===== config.mk =====
export PLATFORM = sky130hd
export DESIGN_NAME = uart_rx
export DESIGN_NICKNAME = d
export VERILOG_FILES = /design/src/rtl/uart_rx.sv
export SDC_FILE = /design/constraint.sdc
export NUM_CORES = 1
export LEC_CHECK = 0
export CORE_UTILIZATION = 55
export CTS_BUF_LIST = sky130_fd_sc_hd__clkbuf_8
export DETAILED_ROUTE_END_ITERATION = 12
export PLACE_DENSITY_LB_ADDON = 0.08
export SLEW_MARGIN = 20
export SYNTH_ARGS = -nofsm -noshare
export SYNTH_HDL_FRONTEND = slang
export SYNTH_SLANG_ARGS = --single-unit

===== constraint.sdc =====
create_clock -name i_clk -period 2.85 [get_ports i_clk]
set_input_delay 0.285 -clock i_clk [delete_from_list [all_inputs] [get_ports i_clk]]
set_output_delay 0.285 -clock i_clk [all_outputs]
set_load 0.01 [all_outputs]

===== src/rtl/uart_rx.sv =====
// uart_rx: serial receiver with two-flop synchroniser, false-start rejection and framing-error detection
module uart_rx #(
   parameter int CLKS_PER_BIT = 16,
   parameter int DATA_BITS    = 8
) (
   input  logic                 i_clk,
   input  logic                 i_rst,
   input  logic                 i_rx,
   output logic [DATA_BITS-1:0] o_data,
   output logic                 o_valid,
   output logic                 o_frame_err,
   output logic                 o_busy
);
   localparam int CW = $clog2(CLKS_PER_BIT);
   localparam int BW = $clog2(DATA_BITS);
   localparam logic [CW-1:0] HALF = CW'(CLKS_PER_BIT / 2 - 1);
   localparam logic [CW-1:0] FULL = CW'(CLKS_PER_BIT - 1);
   localparam logic [BW-1:0] LAST = BW'(DATA_BITS - 1);
   typedef enum logic [2:0] {IDLE, START, DATA, STOP, WAIT_HIGH} state_t;
   state_t state, state_n;
   logic rx_m, rx_s;
   logic [CW-1:0] cnt;
   logic [BW-1:0] idx;
   logic [DATA_BITS-1:0] shreg;
   logic sample, shift, load, ferr;
   // next state and sample strobes; a single mid-bit sample decides each bit
   always_comb begin
      state_n = state;
      sample = 1'b0;
      shift = 1'b0;
      load = 1'b0;
      ferr = 1'b0;
      case (state)
         IDLE: state_n = rx_s ? IDLE : START;
         START: begin
            sample = (cnt == HALF);
            if (sample) state_n = rx_s ? IDLE : DATA;
         end
         DATA: begin
            sample = (cnt == FULL);
            shift = sample;
            if (sample && idx == LAST) state_n = STOP;
         end
         STOP: begin
            sample = (cnt == FULL);
            load = sample && rx_s;
            ferr = sample && !rx_s;
            if (sample) state_n = rx_s ? IDLE : WAIT_HIGH;
         end
         WAIT_HIGH: state_n = rx_s ? IDLE : WAIT_HIGH;
         default: state_n = IDLE;
      endcase
   end
   // two-flop synchroniser; the line idles high so both flops reset to 1
   always_ff @(posedge i_clk) begin
      if (i_rst) {rx_s, rx_m} <= 2'b11;
      else {rx_s, rx_m} <= {rx_m, i_rx};
   end
   // FSM state register
   always_ff @(posedge i_clk) state <= i_rst ? IDLE : state_n;
   // cycle counter restarts on every state entry and after each sample, idles at 0 when not timing a bit
   always_ff @(posedge i_clk) begin
      cnt <= (i_rst || sample || state_n != state || state == IDLE || state == WAIT_HIGH) ? '0 : cnt + 1'b1;
   end
   // bit index held at 0 outside DATA, advanced on each data sample except the last
   always_ff @(posedge i_clk) begin
      if (i_rst || state != DATA) idx <= '0;
      else if (shift && idx != LAST) idx <= idx + 1'b1;
   end
   // LSB-first shift register and registered output strobes
   always_ff @(posedge i_clk) begin
      if (i_rst) begin
         shreg <= '0;
         o_data <= '0;
         o_valid <= 1'b0;
         o_frame_err <= 1'b0;
      end else begin
         if (shift) shreg <= {rx_s, shreg[DATA_BITS-1:1]};
         if (load) o_data <= shreg;
         o_valid <= load;
         o_frame_err <= ferr;
      end
   end
   assign o_busy = (state != IDLE);
endmodule

==> qor.yml, run 1 <==
synth-simple-area-share_pct: 23.73
wl_per_cell_um: 13.19
final_core_util_pct: 70.98
critPathMaxStageDelay_ns: 0.56
worst_skew_pair.late_latency_ns: 0.28
cts_sinks: 30
synth-seq-cells: 30
leakagePower_nw: 0.5297
num_rows: 17
yosysTopAreaCell: "dfxtp_1"
drt_iter0_markers: 37
yosysWarnings: 0
path_max_fanout: 13
tritoncts: "yes"
drive_above_1_share_pct: 9.150
status: "completed"
fin_setup_tns_ns: 0
synth_xor_area_share_pct: 1.345
fin_crit_ns: 2.020
cts_setup_buffers: 0
post_cts_resized: 0
dr.pass1.iters: 4
drtAntennaViolNets: 0
syn2layout_area_growth_pct: 20.56
numCtsBuffers: 5
fmax_ghz: 0.4951
synth.avg_cell_area_sq_um: 9.238
yosys.cell_types.count: 34
powerDensity_nw_per_um2: 623.3
diodes: 0
setup_viol: 0
path_cells: "ha_1 > and3_1 > and4_1 > mux2i_1"
drv_slew: 0
grt_setup_unrepaired: "false"
layout_commonest_cell: "dfxtp_1"
rr_worst_depth: 4
ctsHtreeMaxLevel: 2
fp.dieW_um: 50.67
portBuffers: 13
synth_top_cell_area_share_pct: 46.11
grt_overflow_total: 0
tightest_slew_ns: 0.5323
cp-start-kind: "register"
gp_congestion: 0.7373
grt_usage_pct: 21.92
muxShareOfSynthArea_pct: 6.148
final_cell_mix: "dfxtp_1, nand2b_1, nand3_1"
nNetsFinal: 158
ctsHoldBuffers: 0
vias_per_cell: 5.702
finalWirelength_mm: 2.388
hold_depth: 1
critPathCaptureType: "register"
slew_headroom_pct: 64.36
antenna_found_initial: 0
grt_pass1_vias: 947
fin_crit_sh_pct: 70.86
cp_slowest_cell: "and4_1"
cap_viol_max_count: 0
netlist_instances: 141
hpwl_mm: 1.542
path_clk_slew_ns: 0.07
die_area_sq_um: 2567
final_hold_viol_count: 0
vdd_ir_drop_max_uv: 507.1
synthAdderAreaFrac_pct: 2.882
start_util_pct: 58.88
clockBufferDepth: 2
hold_path_class: "reg -> reg"
grt_pass1_wl_mm: 4.133
fill_cells: 173
die_h_um: 50.67
drc: 0
synth_compound_area_share_pct: 15.27
root_buffer: "clkbuf_8"
yosysSeqAreaShare_pct: 46.11
cp.arrival_ns: 2.23
grt_max_degree: 27
critPathKind: "reg -> reg"
synth_nets: 147
synthTopCellsByArea: "dfxtp_1, nand2b_1, mux2i_1, nand3_1, o21ai_0"
core_sq_um: 2212
cp.required_ns: 3.06
fin_skew_ns: 0.003317
route.vias.total: 1032
io_pins: 14
synth_top_family_by_area: "simple AND/OR/NAND/NOR gates"
syn_area_sq_um: 1302
worst max-delay path: cells and delay by family, from the launching register on:
| kind | cells | cell delay, ns |
|---|---|---|
| AND/OR/NAND/NOR | 2 | 1.03 |
| flip-flops | 1 | 0.37 |
| adder cells (fa/ha/maj) | 1 | 0.31 |
| multiplexers | 1 | 0.24 |
routing by layer:
metal	share of wire [%]	global-route usage (%)	up-vias	wire length, um
li1	-	-	519	-
met1	46	27.50	484	1104
met2	48	32.89	22	1142
met3	4.1	6.970	7	98
met4	1.8	12.50	0	42
met5	0	0	-	0
metrics by stage:
stage               area, sq um  power, mW  hold WS [ns]  setup slack [ns]  std cells
floorplan                  1303     0.4473        0.3888             1.375        141
global placement           1428     0.4541        0.3983            0.9342        173
detailed placement         1428     0.4546        0.4008            0.8487        173
CTS                        1570     0.9803        0.4157            0.8172        181
global route               1570      1.002        0.4432            0.6623        181
finish                     1570     0.9788        0.4168            0.8304        181
registers in the layout (all words and copies together) (netlist names):
| signal | cells |
|---|---|
| o_frame_err | 1 |
| state | 3 |
| shreg | 8 |
| o_data | 8 |
| idx | 3 |
| cnt | 4 |
| rx_s | 1 |
| rx_m | 1 |
| o_valid | 1 |
report_power, final:
group          switching [mW]  internal, mW
clock                   0.161         0.373
combinational         0.00888        0.0108
sequential            0.00380         0.422
total                   0.173         0.805
cell type report:
type | count | area (sq um) | share of cell area [%]
Multi-Input combinational cell | 98 | 643.1 | 40.96
Sequential cell | 30 | 600.6 | 38.25
Clock buffer | 6 | 82.58 | 5.259
Timing Repair Buffer | 14 | 137.6 | 8.765
Inverter | 3 | 11.26 | 0.7171
Clock inverter | 2 | 60.06 | 3.825
Tap cell | 28 | 35.03 | 2.231
path summary, 6_finish.rpt:
| kind | start | to | slack (ns) |
|---|---|---|---|
| worst max-delay path | cnt[0] | o_data[3] | 0.83 |
| worst max register to register | cnt[0] | o_data[3] | 0.83 |
| worst min register to register | rx_m | rx_s | 0.42 |
| worst min-delay path | rx_m | rx_s | 0.42 |
logic make-up after synthesis:
family,count (synthesis)
fa+ha+maj,3
compound gates,31
flops,30
simple gates,54
mux,8
buf+inv,13
xor+xnor,2
synthesized netlist by cell type:
| master | n |
|---|---|
| dfxtp_1 | 30 |
| nand2b_1 | 17 |
| nand3_1 | 15 |
| o21ai_0 | 9 |
| a21oi_1 | 8 |
| mux2i_1 | 8 |
| nor2_1 | 8 |
| clkbuf_1 | 7 |
| a21boi_1 | 3 |
| ha_1 | 3 |
| inv_1 | 3 |
| o31ai_1 | 3 |
| buf_2 | 2 |
| nand2_1 | 2 |
| nor3_1 | 2 |
| o221ai_1 | 2 |
| or2_2 | 2 |
| a211oi_1 | 1 |
| a22o_1 | 1 |
| a311oi_1 | 1 |
| a31oi_1 | 1 |
| a41oi_1 | 1 |
| and3_1 | 1 |
| and4_1 | 1 |
| buf_6 | 1 |
| nor2b_1 | 1 |
| nor3b_2 | 1 |
| nor4b_1 | 1 |
| o221a_2 | 1 |
| or3_1 | 1 |
| or3b_4 | 1 |
| or4_1 | 1 |
| xnor2_1 | 1 |
| xor2_1 | 1 |
Power figures use the tool's default switching activity.
==> inputs of run 2 (changes only) <==
==> constraint.sdc (replaced) <==
create_clock -name i_clk -period 2.1 [get_ports i_clk]
set_input_delay 0.21 -clock i_clk [delete_from_list [all_inputs] [get_ports i_clk]]
set_output_delay 0.21 -clock i_clk [all_outputs]
set_load 0.01 [all_outputs]
==> qor.yml, run 2 (synthesis results as in run 1) <==
cp.required_ns: 2.30  # -0.76 ns
cp.arrival_ns: 1.98  # -0.25 ns
diodes: 0  # unchanged
fin_skew_ns: 0.004957  # +0.001640 ns
fin_crit_ns: 1.781  # -0.2388 ns
num_rows: 17  # unchanged
vdd_ir_drop_max_uv: 789.0  # +56%
critPathCaptureType: "register"
reg_top3: "o_data x8, shreg x8, cnt x4"
cp_slowest_cell: "dfxtp_1"
ctsHoldBuffers: 0  # unchanged
ctsHtreeMaxLevel: 2  # unchanged
route.vias.total: 1062  # +2.9%
cp-start-kind: "register"
drtAntennaViolNets: 0  # unchanged
powerDensity_nw_per_um2: 763.8  # +23%
m1WireLength_mm: 1.134  # +2.7%
path_cells: "or3b_4 > or4_1 > a21boi_1"
drv_slew: 0  # unchanged
drt_iter0_markers: 24  # -35%
grt_pass1_wl_mm: 4.215  # +2.0%
fin_crit_sh_pct: 84.80  # +14 points
maxUsedRoutingLayer: "met4"
core_sq_um: 2212  # unchanged
path_clk_slew_ns: 0.06  # about the same
fin_setup_tns_ns: 0  # unchanged
leakagePower_nw: 0.5252  # -0.85%
setup_viol: 0  # unchanged
hpwl_mm: 1.697  # +10%
grt_pass1_vias: 1030  # +8.8%
final_hold_viol_count: 0  # unchanged
wl_per_cell_um: 13.86  # +5.0%
post_cts_resized: 0  # unchanged
fmax_ghz: 0.5615  # +13%
dr.pass1.iters: 4  # unchanged
portBuffers: 13  # unchanged
clockBufferDepth: 2  # unchanged
die_area_sq_um: 2567  # unchanged
worst_skew_pair.late_latency_ns: 0.27  # about the same
status: "completed"
start_util_pct: 58.88  # unchanged
critPathKind: "reg -> reg"
final_cell_mix: "dfxtp_1, nand2b_1, nand3_1"
route.met3.wl_um: 93  # -5.1%
path_max_fanout: 13  # unchanged
slew_headroom_pct: 63.66  # -0.70 points
cap_viol_max_count: 0  # unchanged
hold_path_class: "reg -> reg"
rrSetupSlack_ns: 0.32  # -0.51 ns
io_pins: 14  # unchanged
grt_overflow_total: 0  # unchanged
grt_usage_pct: 22.11  # +0.18 points
layout_commonest_cell: "dfxtp_1"
met2WireLength_mm: 1.272  # +11%
antenna_found_initial: 0  # unchanged
grt_max_degree: 26  # -3.7%
gp_congestion: 0.7871  # +6.8%
numCtsBuffers: 5  # unchanged
critPathMaxStageDelay_ns: 0.55  # about the same
holdWs_ns: 0.4133  # -0.003467 ns
tightest_slew_ns: 0.5428  # +0.01048 ns
drc: 0  # unchanged
die_h_um: 50.67  # unchanged
syn2layout_area_growth_pct: 19.40
tritoncts: "yes"
cts_setup_buffers: 0  # unchanged
grt_setup_unrepaired: "false"
root_buffer: "clkbuf_8"
drive_above_1_share_pct: 9.740  # +0.59 points
cts_sinks: 30  # unchanged
vias_per_cell: 5.835  # +2.3%
nNetsFinal: 160  # +1.3%
fp.dieW_um: 50.67  # unchanged
finalWirelength_mm: 2.522  # +5.6%
[run 2: cell types whose count changed in the layout (fill, tap and decap cells not counted), sizes merged]
cell | previous run | this run
buf | 1 | 3
bufinv | 2 | 1
[run 2: per-stage QoR]
stage	cells	power, mW	setup WS (ns)	instance area [sq um]	util, %
after floorplan	141	0.6070	0.6252	1303	-
after global placement	175	0.6164	0.4089	1443	65.21
after detailed placement	175	0.6173	0.3391	1443	65.21
after CTS	182	1.197	0.3300	1555	70.31
after global routing	182	1.222	0.2428	1555	70.31
final	182	1.188	0.3191	1555	70.31
[run 2: routing by layer]
metal  vias to the layer above  track usage (%)
li1                        525                -
met1                       516            25.19
met2                        17            38.00
met3                         4            7.273
met4                         0            8.333
met5                         -                0
[run 2: worst paths after layout]
path | startpoint | endpoint | depth (start not counted)
setup reg to reg | state[1] | idx[0] | 3
hold reg to reg | rx_m | rx_s | 1
setup / recovery | state[1] | idx[0] | 3
hold / removal | rx_m | rx_s | 1
[run 2: area by class of cell]
cell class,count,area (sq um)
multi-input cells,98,643.1
flip-flops and latches,30,600.6
repair buffers,16,152.6
clock inverters,1,30.03
inverters,3,11.26
well taps,28,35.03
clock buffers,6,82.58
fillers,188,656.9
[run 2: report_power, final]
group	internal [mW]	total, mW	switching [mW]
clock	0.379	0.583	0.204
sequential	0.573	0.578	0.00521
combinational	0.0146	0.0269	0.0123
[run 2: worst max-delay path: cells and delay by family (launching register included)]
family / cells / cell delay (ns)
and+or+nand+nor: 2 / 1.00
DFF: 1 / 0.55
AOI/OAI and AO/OA: 1 / 0.16
==> inputs of run 3 (changes only) <==
==> constraint.sdc (replaced) <==
create_clock -name i_clk -period 1.7 [get_ports i_clk]
set_input_delay 0.17 -clock i_clk [delete_from_list [all_inputs] [get_ports i_clk]]
set_output_delay 0.17 -clock i_clk [all_outputs]
set_load 0.01 [all_outputs]
==> qor.yml, run 3 (synthesis results as in run 1) <==
slew_headroom_pct: 73.69  # +10 points
power.total_mw: 1.337  # +13%
drtAntennaViolNets: 0  # unchanged
start_util_pct: 58.88  # unchanged
leakagePower_nw: 0.5735  # +9.2%
num_rows: 17  # unchanged
path_clk_slew_ns: 0.06  # about the same
root_buffer: "clkbuf_8"
route.vias.total: 1066  # +0.38%
grt_pass1_vias: 912  # -11%
fmax_ghz: 0.6551  # +17%
final_hold_viol_count: 0  # unchanged
grt_max_degree: 25  # -3.8%
design_area_sq_um: 1590  # +2.3%
fp.dieW_um: 50.67  # unchanged
path_cells: "ha_1 > and3_1 > and4_1 > buf_4 > mux2i_1"
die_area_sq_um: 2567  # unchanged
vias_per_cell: 5.611  # -3.8%
tritoncts: "yes"
powerDensity_nw_per_um2: 840.5  # +10%
critPathKind: "reg -> reg"
antenna_found_initial: 0  # unchanged
layout_commonest_cell: "dfxtp_1"
setup_viol: 0  # unchanged
fill_cells: 174  # -7.4%
tightest_slew_ns: 0.3891  # -0.1536 ns
rrSetupSlack_ns: 0.17  # -0.15 ns
grt_usage_pct: 22.25  # +0.14 points
drt_iter0_markers: 23  # -4.2%
clockBufferDepth: 2  # unchanged
path_max_fanout: 7  # -6
dr.pass1.iters: 4  # unchanged
multiInputGateArea_sq_um: 643.1  # unchanged
core_sq_um: 2212  # unchanged
hold_path_class: "reg -> reg"
hpwl_mm: 1.599  # -5.8%
status: "completed"
io_pins: 14  # unchanged
cts_sinks: 30  # unchanged
fin_crit_sh_pct: 89.79  # +5.0 points
placedInstanceArea_sq_um: 1495  # +3.6%
fin_skew_ns: 0.001722  # -0.003235 ns
cp.arrival_ns: 1.74  # -0.24 ns
cp.required_ns: 1.91  # -0.39 ns
regArea_sq_um: 601.8  # +0.21%
grt_setup_unrepaired: "false"
diodes: 0  # unchanged
cap_viol_max_count: 0  # unchanged
portBuffers: 13  # unchanged
drive_above_1_share_pct: 14.20  # +4.5 points
die_h_um: 50.67  # unchanged
cp-start-kind: "register"
finalWirelength_mm: 2.397  # -5.0%
final_cell_mix: "dfxtp_1, nand2b_1, nand3_1"
wl_per_cell_um: 12.62  # -9.0%
critPathMaxStageDelay_ns: 0.37  # -0.18 ns
worst_skew_pair.late_latency_ns: 0.28  # about the same
syn2layout_area_growth_pct: 22.09
nNetsFinal: 167  # +4.4%
grt_overflow_total: 0  # unchanged
cp_slowest_cell: "dfxtp_1"
grt_pass1_wl_mm: 4.077  # -3.3%
gp_congestion: 0.8387  # +6.6%
ctsHtreeMaxLevel: 2  # unchanged
fin_crit_ns: 1.526  # -0.2544 ns
fin_setup_tns_ns: 0  # unchanged
drc: 0  # unchanged
reg_top3: "o_data x8, shreg x8, cnt x4"
numCtsBuffers: 5  # unchanged
vdd_ir_drop_max_uv: 674.3  # -15%
critPathCaptureType: "register"
cts_setup_buffers: 0  # unchanged
drv_slew: 0  # unchanged
-- run 3: area by class of cell --
class                   count  share of cell area [%]
multi-input cells          98                   40.44
flip-flops and latches     30                   37.84
repair buffers             23                   13.06
clock buffers               6                   5.193
well taps                  28                   2.203
inverters                   3                  0.7081
clock inverters             2                  0.5507
-- run 3: where the power goes --
part | switching [mW] | leakage (nW) | internal [mW]
Clock | 0.267 | 0.0524 | 0.320
Sequential | 0.00416 | 0.243 | 0.707
Combinational | 0.0176 | 0.278 | 0.0208
-- run 3: worst paths after layout --
path | start | cells past startpoint | endpoint
worst max register to register | cnt[0] | 5 | o_data[3]
worst min register to register | rx_m | 1 | rx_s
worst min-delay path | rx_m | 1 | rx_s
worst max-delay path | cnt[0] | 5 | o_data[3]
-- run 3: critical path, delay by kind of cell (launching register included) --
family | cells | cell delay (ns)
adders and majority gates | 1 | 0.30
buffers and inverters | 1 | 0.16
and+or+nand+nor | 2 | 0.43
muxes | 1 | 0.19
DFF | 1 | 0.37
-- run 3: what timing repair did --
item | in CTS | in global routing
setup endpoints to repair | 1 | 1
resized for setup | 1 | 1
hold buffers | 0 | 0
-- run 3: stage by stage --
| step | utilization [%] | hold WS (ns) | worst slack, ns | instances |
|---|---|---|---|---|
| after floorplan | - | 0.2738 | 0.2252 | 141 |
| after global placement | 67.59 | 0.3951 | 0.2355 | 182 |
| after detailed placement | 67.59 | 0.3971 | 0.1959 | 182 |
| after CTS | 71.78 | 0.4120 | 0.02242 | 190 |
| after global routing | 71.89 | 0.4238 | 0.02314 | 190 |
| final | 71.89 | 0.4098 | 0.1736 | 190 |
-- run 3: per-layer routing --
metal / global-route usage, % / wire length (um) / up-vias
li1: - / - / 545
met1: 27.10 / 1117 / 492
met2: 32.89 / 1122 / 24
met3: 10.91 / 117 / 5
met4: 9.722 / 40 / 0
met5: 0 / 0 / -
==> RTL change: new RTL, flow settings as in run 3 <==
Change the parameter `DATA_BITS` from 8 to 16.
--- a/src/rtl/uart_rx.sv
+++ b/src/rtl/uart_rx.sv
@@ -1,7 +1,7 @@
 // uart_rx: serial receiver with two-flop synchroniser, false-start rejection and framing-error detection
 module uart_rx #(
    parameter int CLKS_PER_BIT = 16,
-   parameter int DATA_BITS    = 8
+   parameter int DATA_BITS    = 16
 ) (
    input  logic                 i_clk,
    input  logic                 i_rst,
Interface: changed (resized o_data); port bits go from 14 to 22. No check against the original RTL was run, so the function may have changed too.
==> RTL change against run 3 <==
- first-iteration DRC count rose to 5.8 times the old value
- total power rose by 50%
- synthesized area rose by 55%
- routed wire length rose by 92%
- non-clock buffer count rose by 13
- design area rose by 51%
- worst setup slack got worse by 65 ps
- sequential cell count rose by 17
==> RTL change: results <==
export IMPL_clk_latency_ps=300
export IMPL_r2r_end="idx[1]"
export IMPL_cts_made_buffers=5
export IMPL_synth_nets=237
export IMPL_status="finished, final reports clean"
export IMPL_grt_max_degree=22
export IMPL_drive_gt1_share_pct=13.15
export IMPL_path_clk_slew_ps=80
export IMPL_drt_wirelength_per_cell_microns=15.50
export IMPL_synthCells=232
export IMPL_synth_common_cells="47 x dfxtp_1, 35 x o21ai_0, 34 x a21oi_1, 19 x nand3_1, 17 x nand4_1"
export IMPL_first_global_vias=1672
export IMPL_synth_area_top_cells="dfxtp_1 47%, o21ai_0 8.7%, a21oi_1 8.4%, nand4_1 5.3%, nand3_1 4.7%"
export IMPL_cts_root_buf="clkbuf_8"
export IMPL_grt_pass1_wl_microns=7859
export IMPL_place_inst=289
export IMPL_finalSetupViolations=0
export IMPL_ys_seq_area_share_pct=46.56
export IMPL_r2r_setup_slack_ps=110
export IMPL_viasPerCell=6.091
export IMPL_slew_headroom_pct=55.39
export IMPL_crit_fanout=8
export IMPL_place_area_sq_um=2280
export IMPL_wl_microns=4604
export IMPL_grt_util_met2_pct=38.59
export IMPL_antenna_found_initial=0
export IMPL_nets=255
export IMPL_drt_iter0_drc=133
export IMPL_hpwlAfterDp_microns=3002
export IMPL_portBuffers=21
export IMPL_worstPathArrival_ps=1800
export IMPL_top_regs="o_data (16), shreg (16)"
export IMPL_grt_use_total_pct=25.22
export IMPL_use_met1_pct=34.87
export IMPL_fill_cells=274
export IMPL_leakage_nw=0.7926
export IMPL_finalWeightedCongestion=0.8129
export IMPL_ir_drop_v=0.0006185
export IMPL_synth_cell_types=38
export IMPL_rr_worst_depth=4
export IMPL_swShare_pct=20.01
export IMPL_multi_input_area_sq_um=950.9
export IMPL_diodes=0
export IMPL_grt_util_met3_pct=4.927
export IMPL_finClkSkew_ps=3.680
RTL change: repair_timing:
action | in CTS | in global routing
resized for setup | 2 | 1
hold endpoints to repair | 0 | 0
setup buffers | 0 | 0
setup endpoints to repair | 1 | 2
RTL change: worst min-delay path by stage:
| stage | start | end | slack [ps] | depth (start not counted) |
|---|---|---|---|---|
| 6_report | rx_m | rx_s | 430 | 1 |
| 3_3_place_gp | rx_m | rx_s | 400 | 1 |
| 5_1_grt | rx_m | rx_s | 440 | 1 |
| 3_5_place_dp | rx_m | rx_s | 410 | 1 |
| 2_1_floorplan | i_rx | rx_m | 270 | 1 |
| 4_1_cts | rx_m | rx_s | 440 | 1 |
RTL change: cell families (layout without fill, tap and decap cells):
logic type	Yosys count	after routing	synth area share (%)
xor gates and xnor gates	1	1	0.4335
and+or+nand+nor	75	75	23.71
buffers and inverters	27	46	6.378
AOI/OAI and AO/OA	77	77	20.19
muxes	3	3	1.486
DFF	47	47	46.56
adders and majority gates	2	2	1.238
RTL change: cell type report:
| type | instances | area share [%] |
|---|---|---|
| tap | 46 | 2.396 |
| clock inverter | 2 | 1.458 |
| inverter | 2 | 0.3125 |
| multi-input combinational | 158 | 39.58 |
| clock buffer | 6 | 3.438 |
| sequential | 47 | 39.27 |
| timing repair buffer | 36 | 13.54 |
RTL change: routing by layer:
metal / vias up / share of wire [%]
met1: 832 / 45
met5: - / 0
li1: 887 / -
met3: 10 / 7.6
met2: 80 / 45
met4: 0 / 2.0
RTL change: metrics by stage:
stage                     power (W)  worst slack (ps)  TNS (ps)
after floorplan            0.001165             201.9         0
after global placement     0.001182             218.8         0
after detailed placement   0.001184             96.45         0
after CTS                  0.002003             13.29         0
after global routing       0.002057            -6.073    -6.073
final                      0.001999             108.1         0
RTL change: power by group through the flow:
stage	Combinational, W	Clock (W)	Sequential, W
3_3_place_gp	0.0000462	0	0.00114
4_1_cts	0.0000480	0.000845	0.00111
6_report	0.0000479	0.000841	0.00111
2_1_floorplan	0.0000329	0	0.00113
5_1_grt	0.0000520	0.000894	0.00111
3_5_place_dp	0.0000475	0	0.00114
RTL change: worst max-delay path: stages, from the launching register on:
cell and delay [ps]:
dfxtp_1 380, ha_1 180, nand3_1 280, nor3_2 390, mux2i_1 270
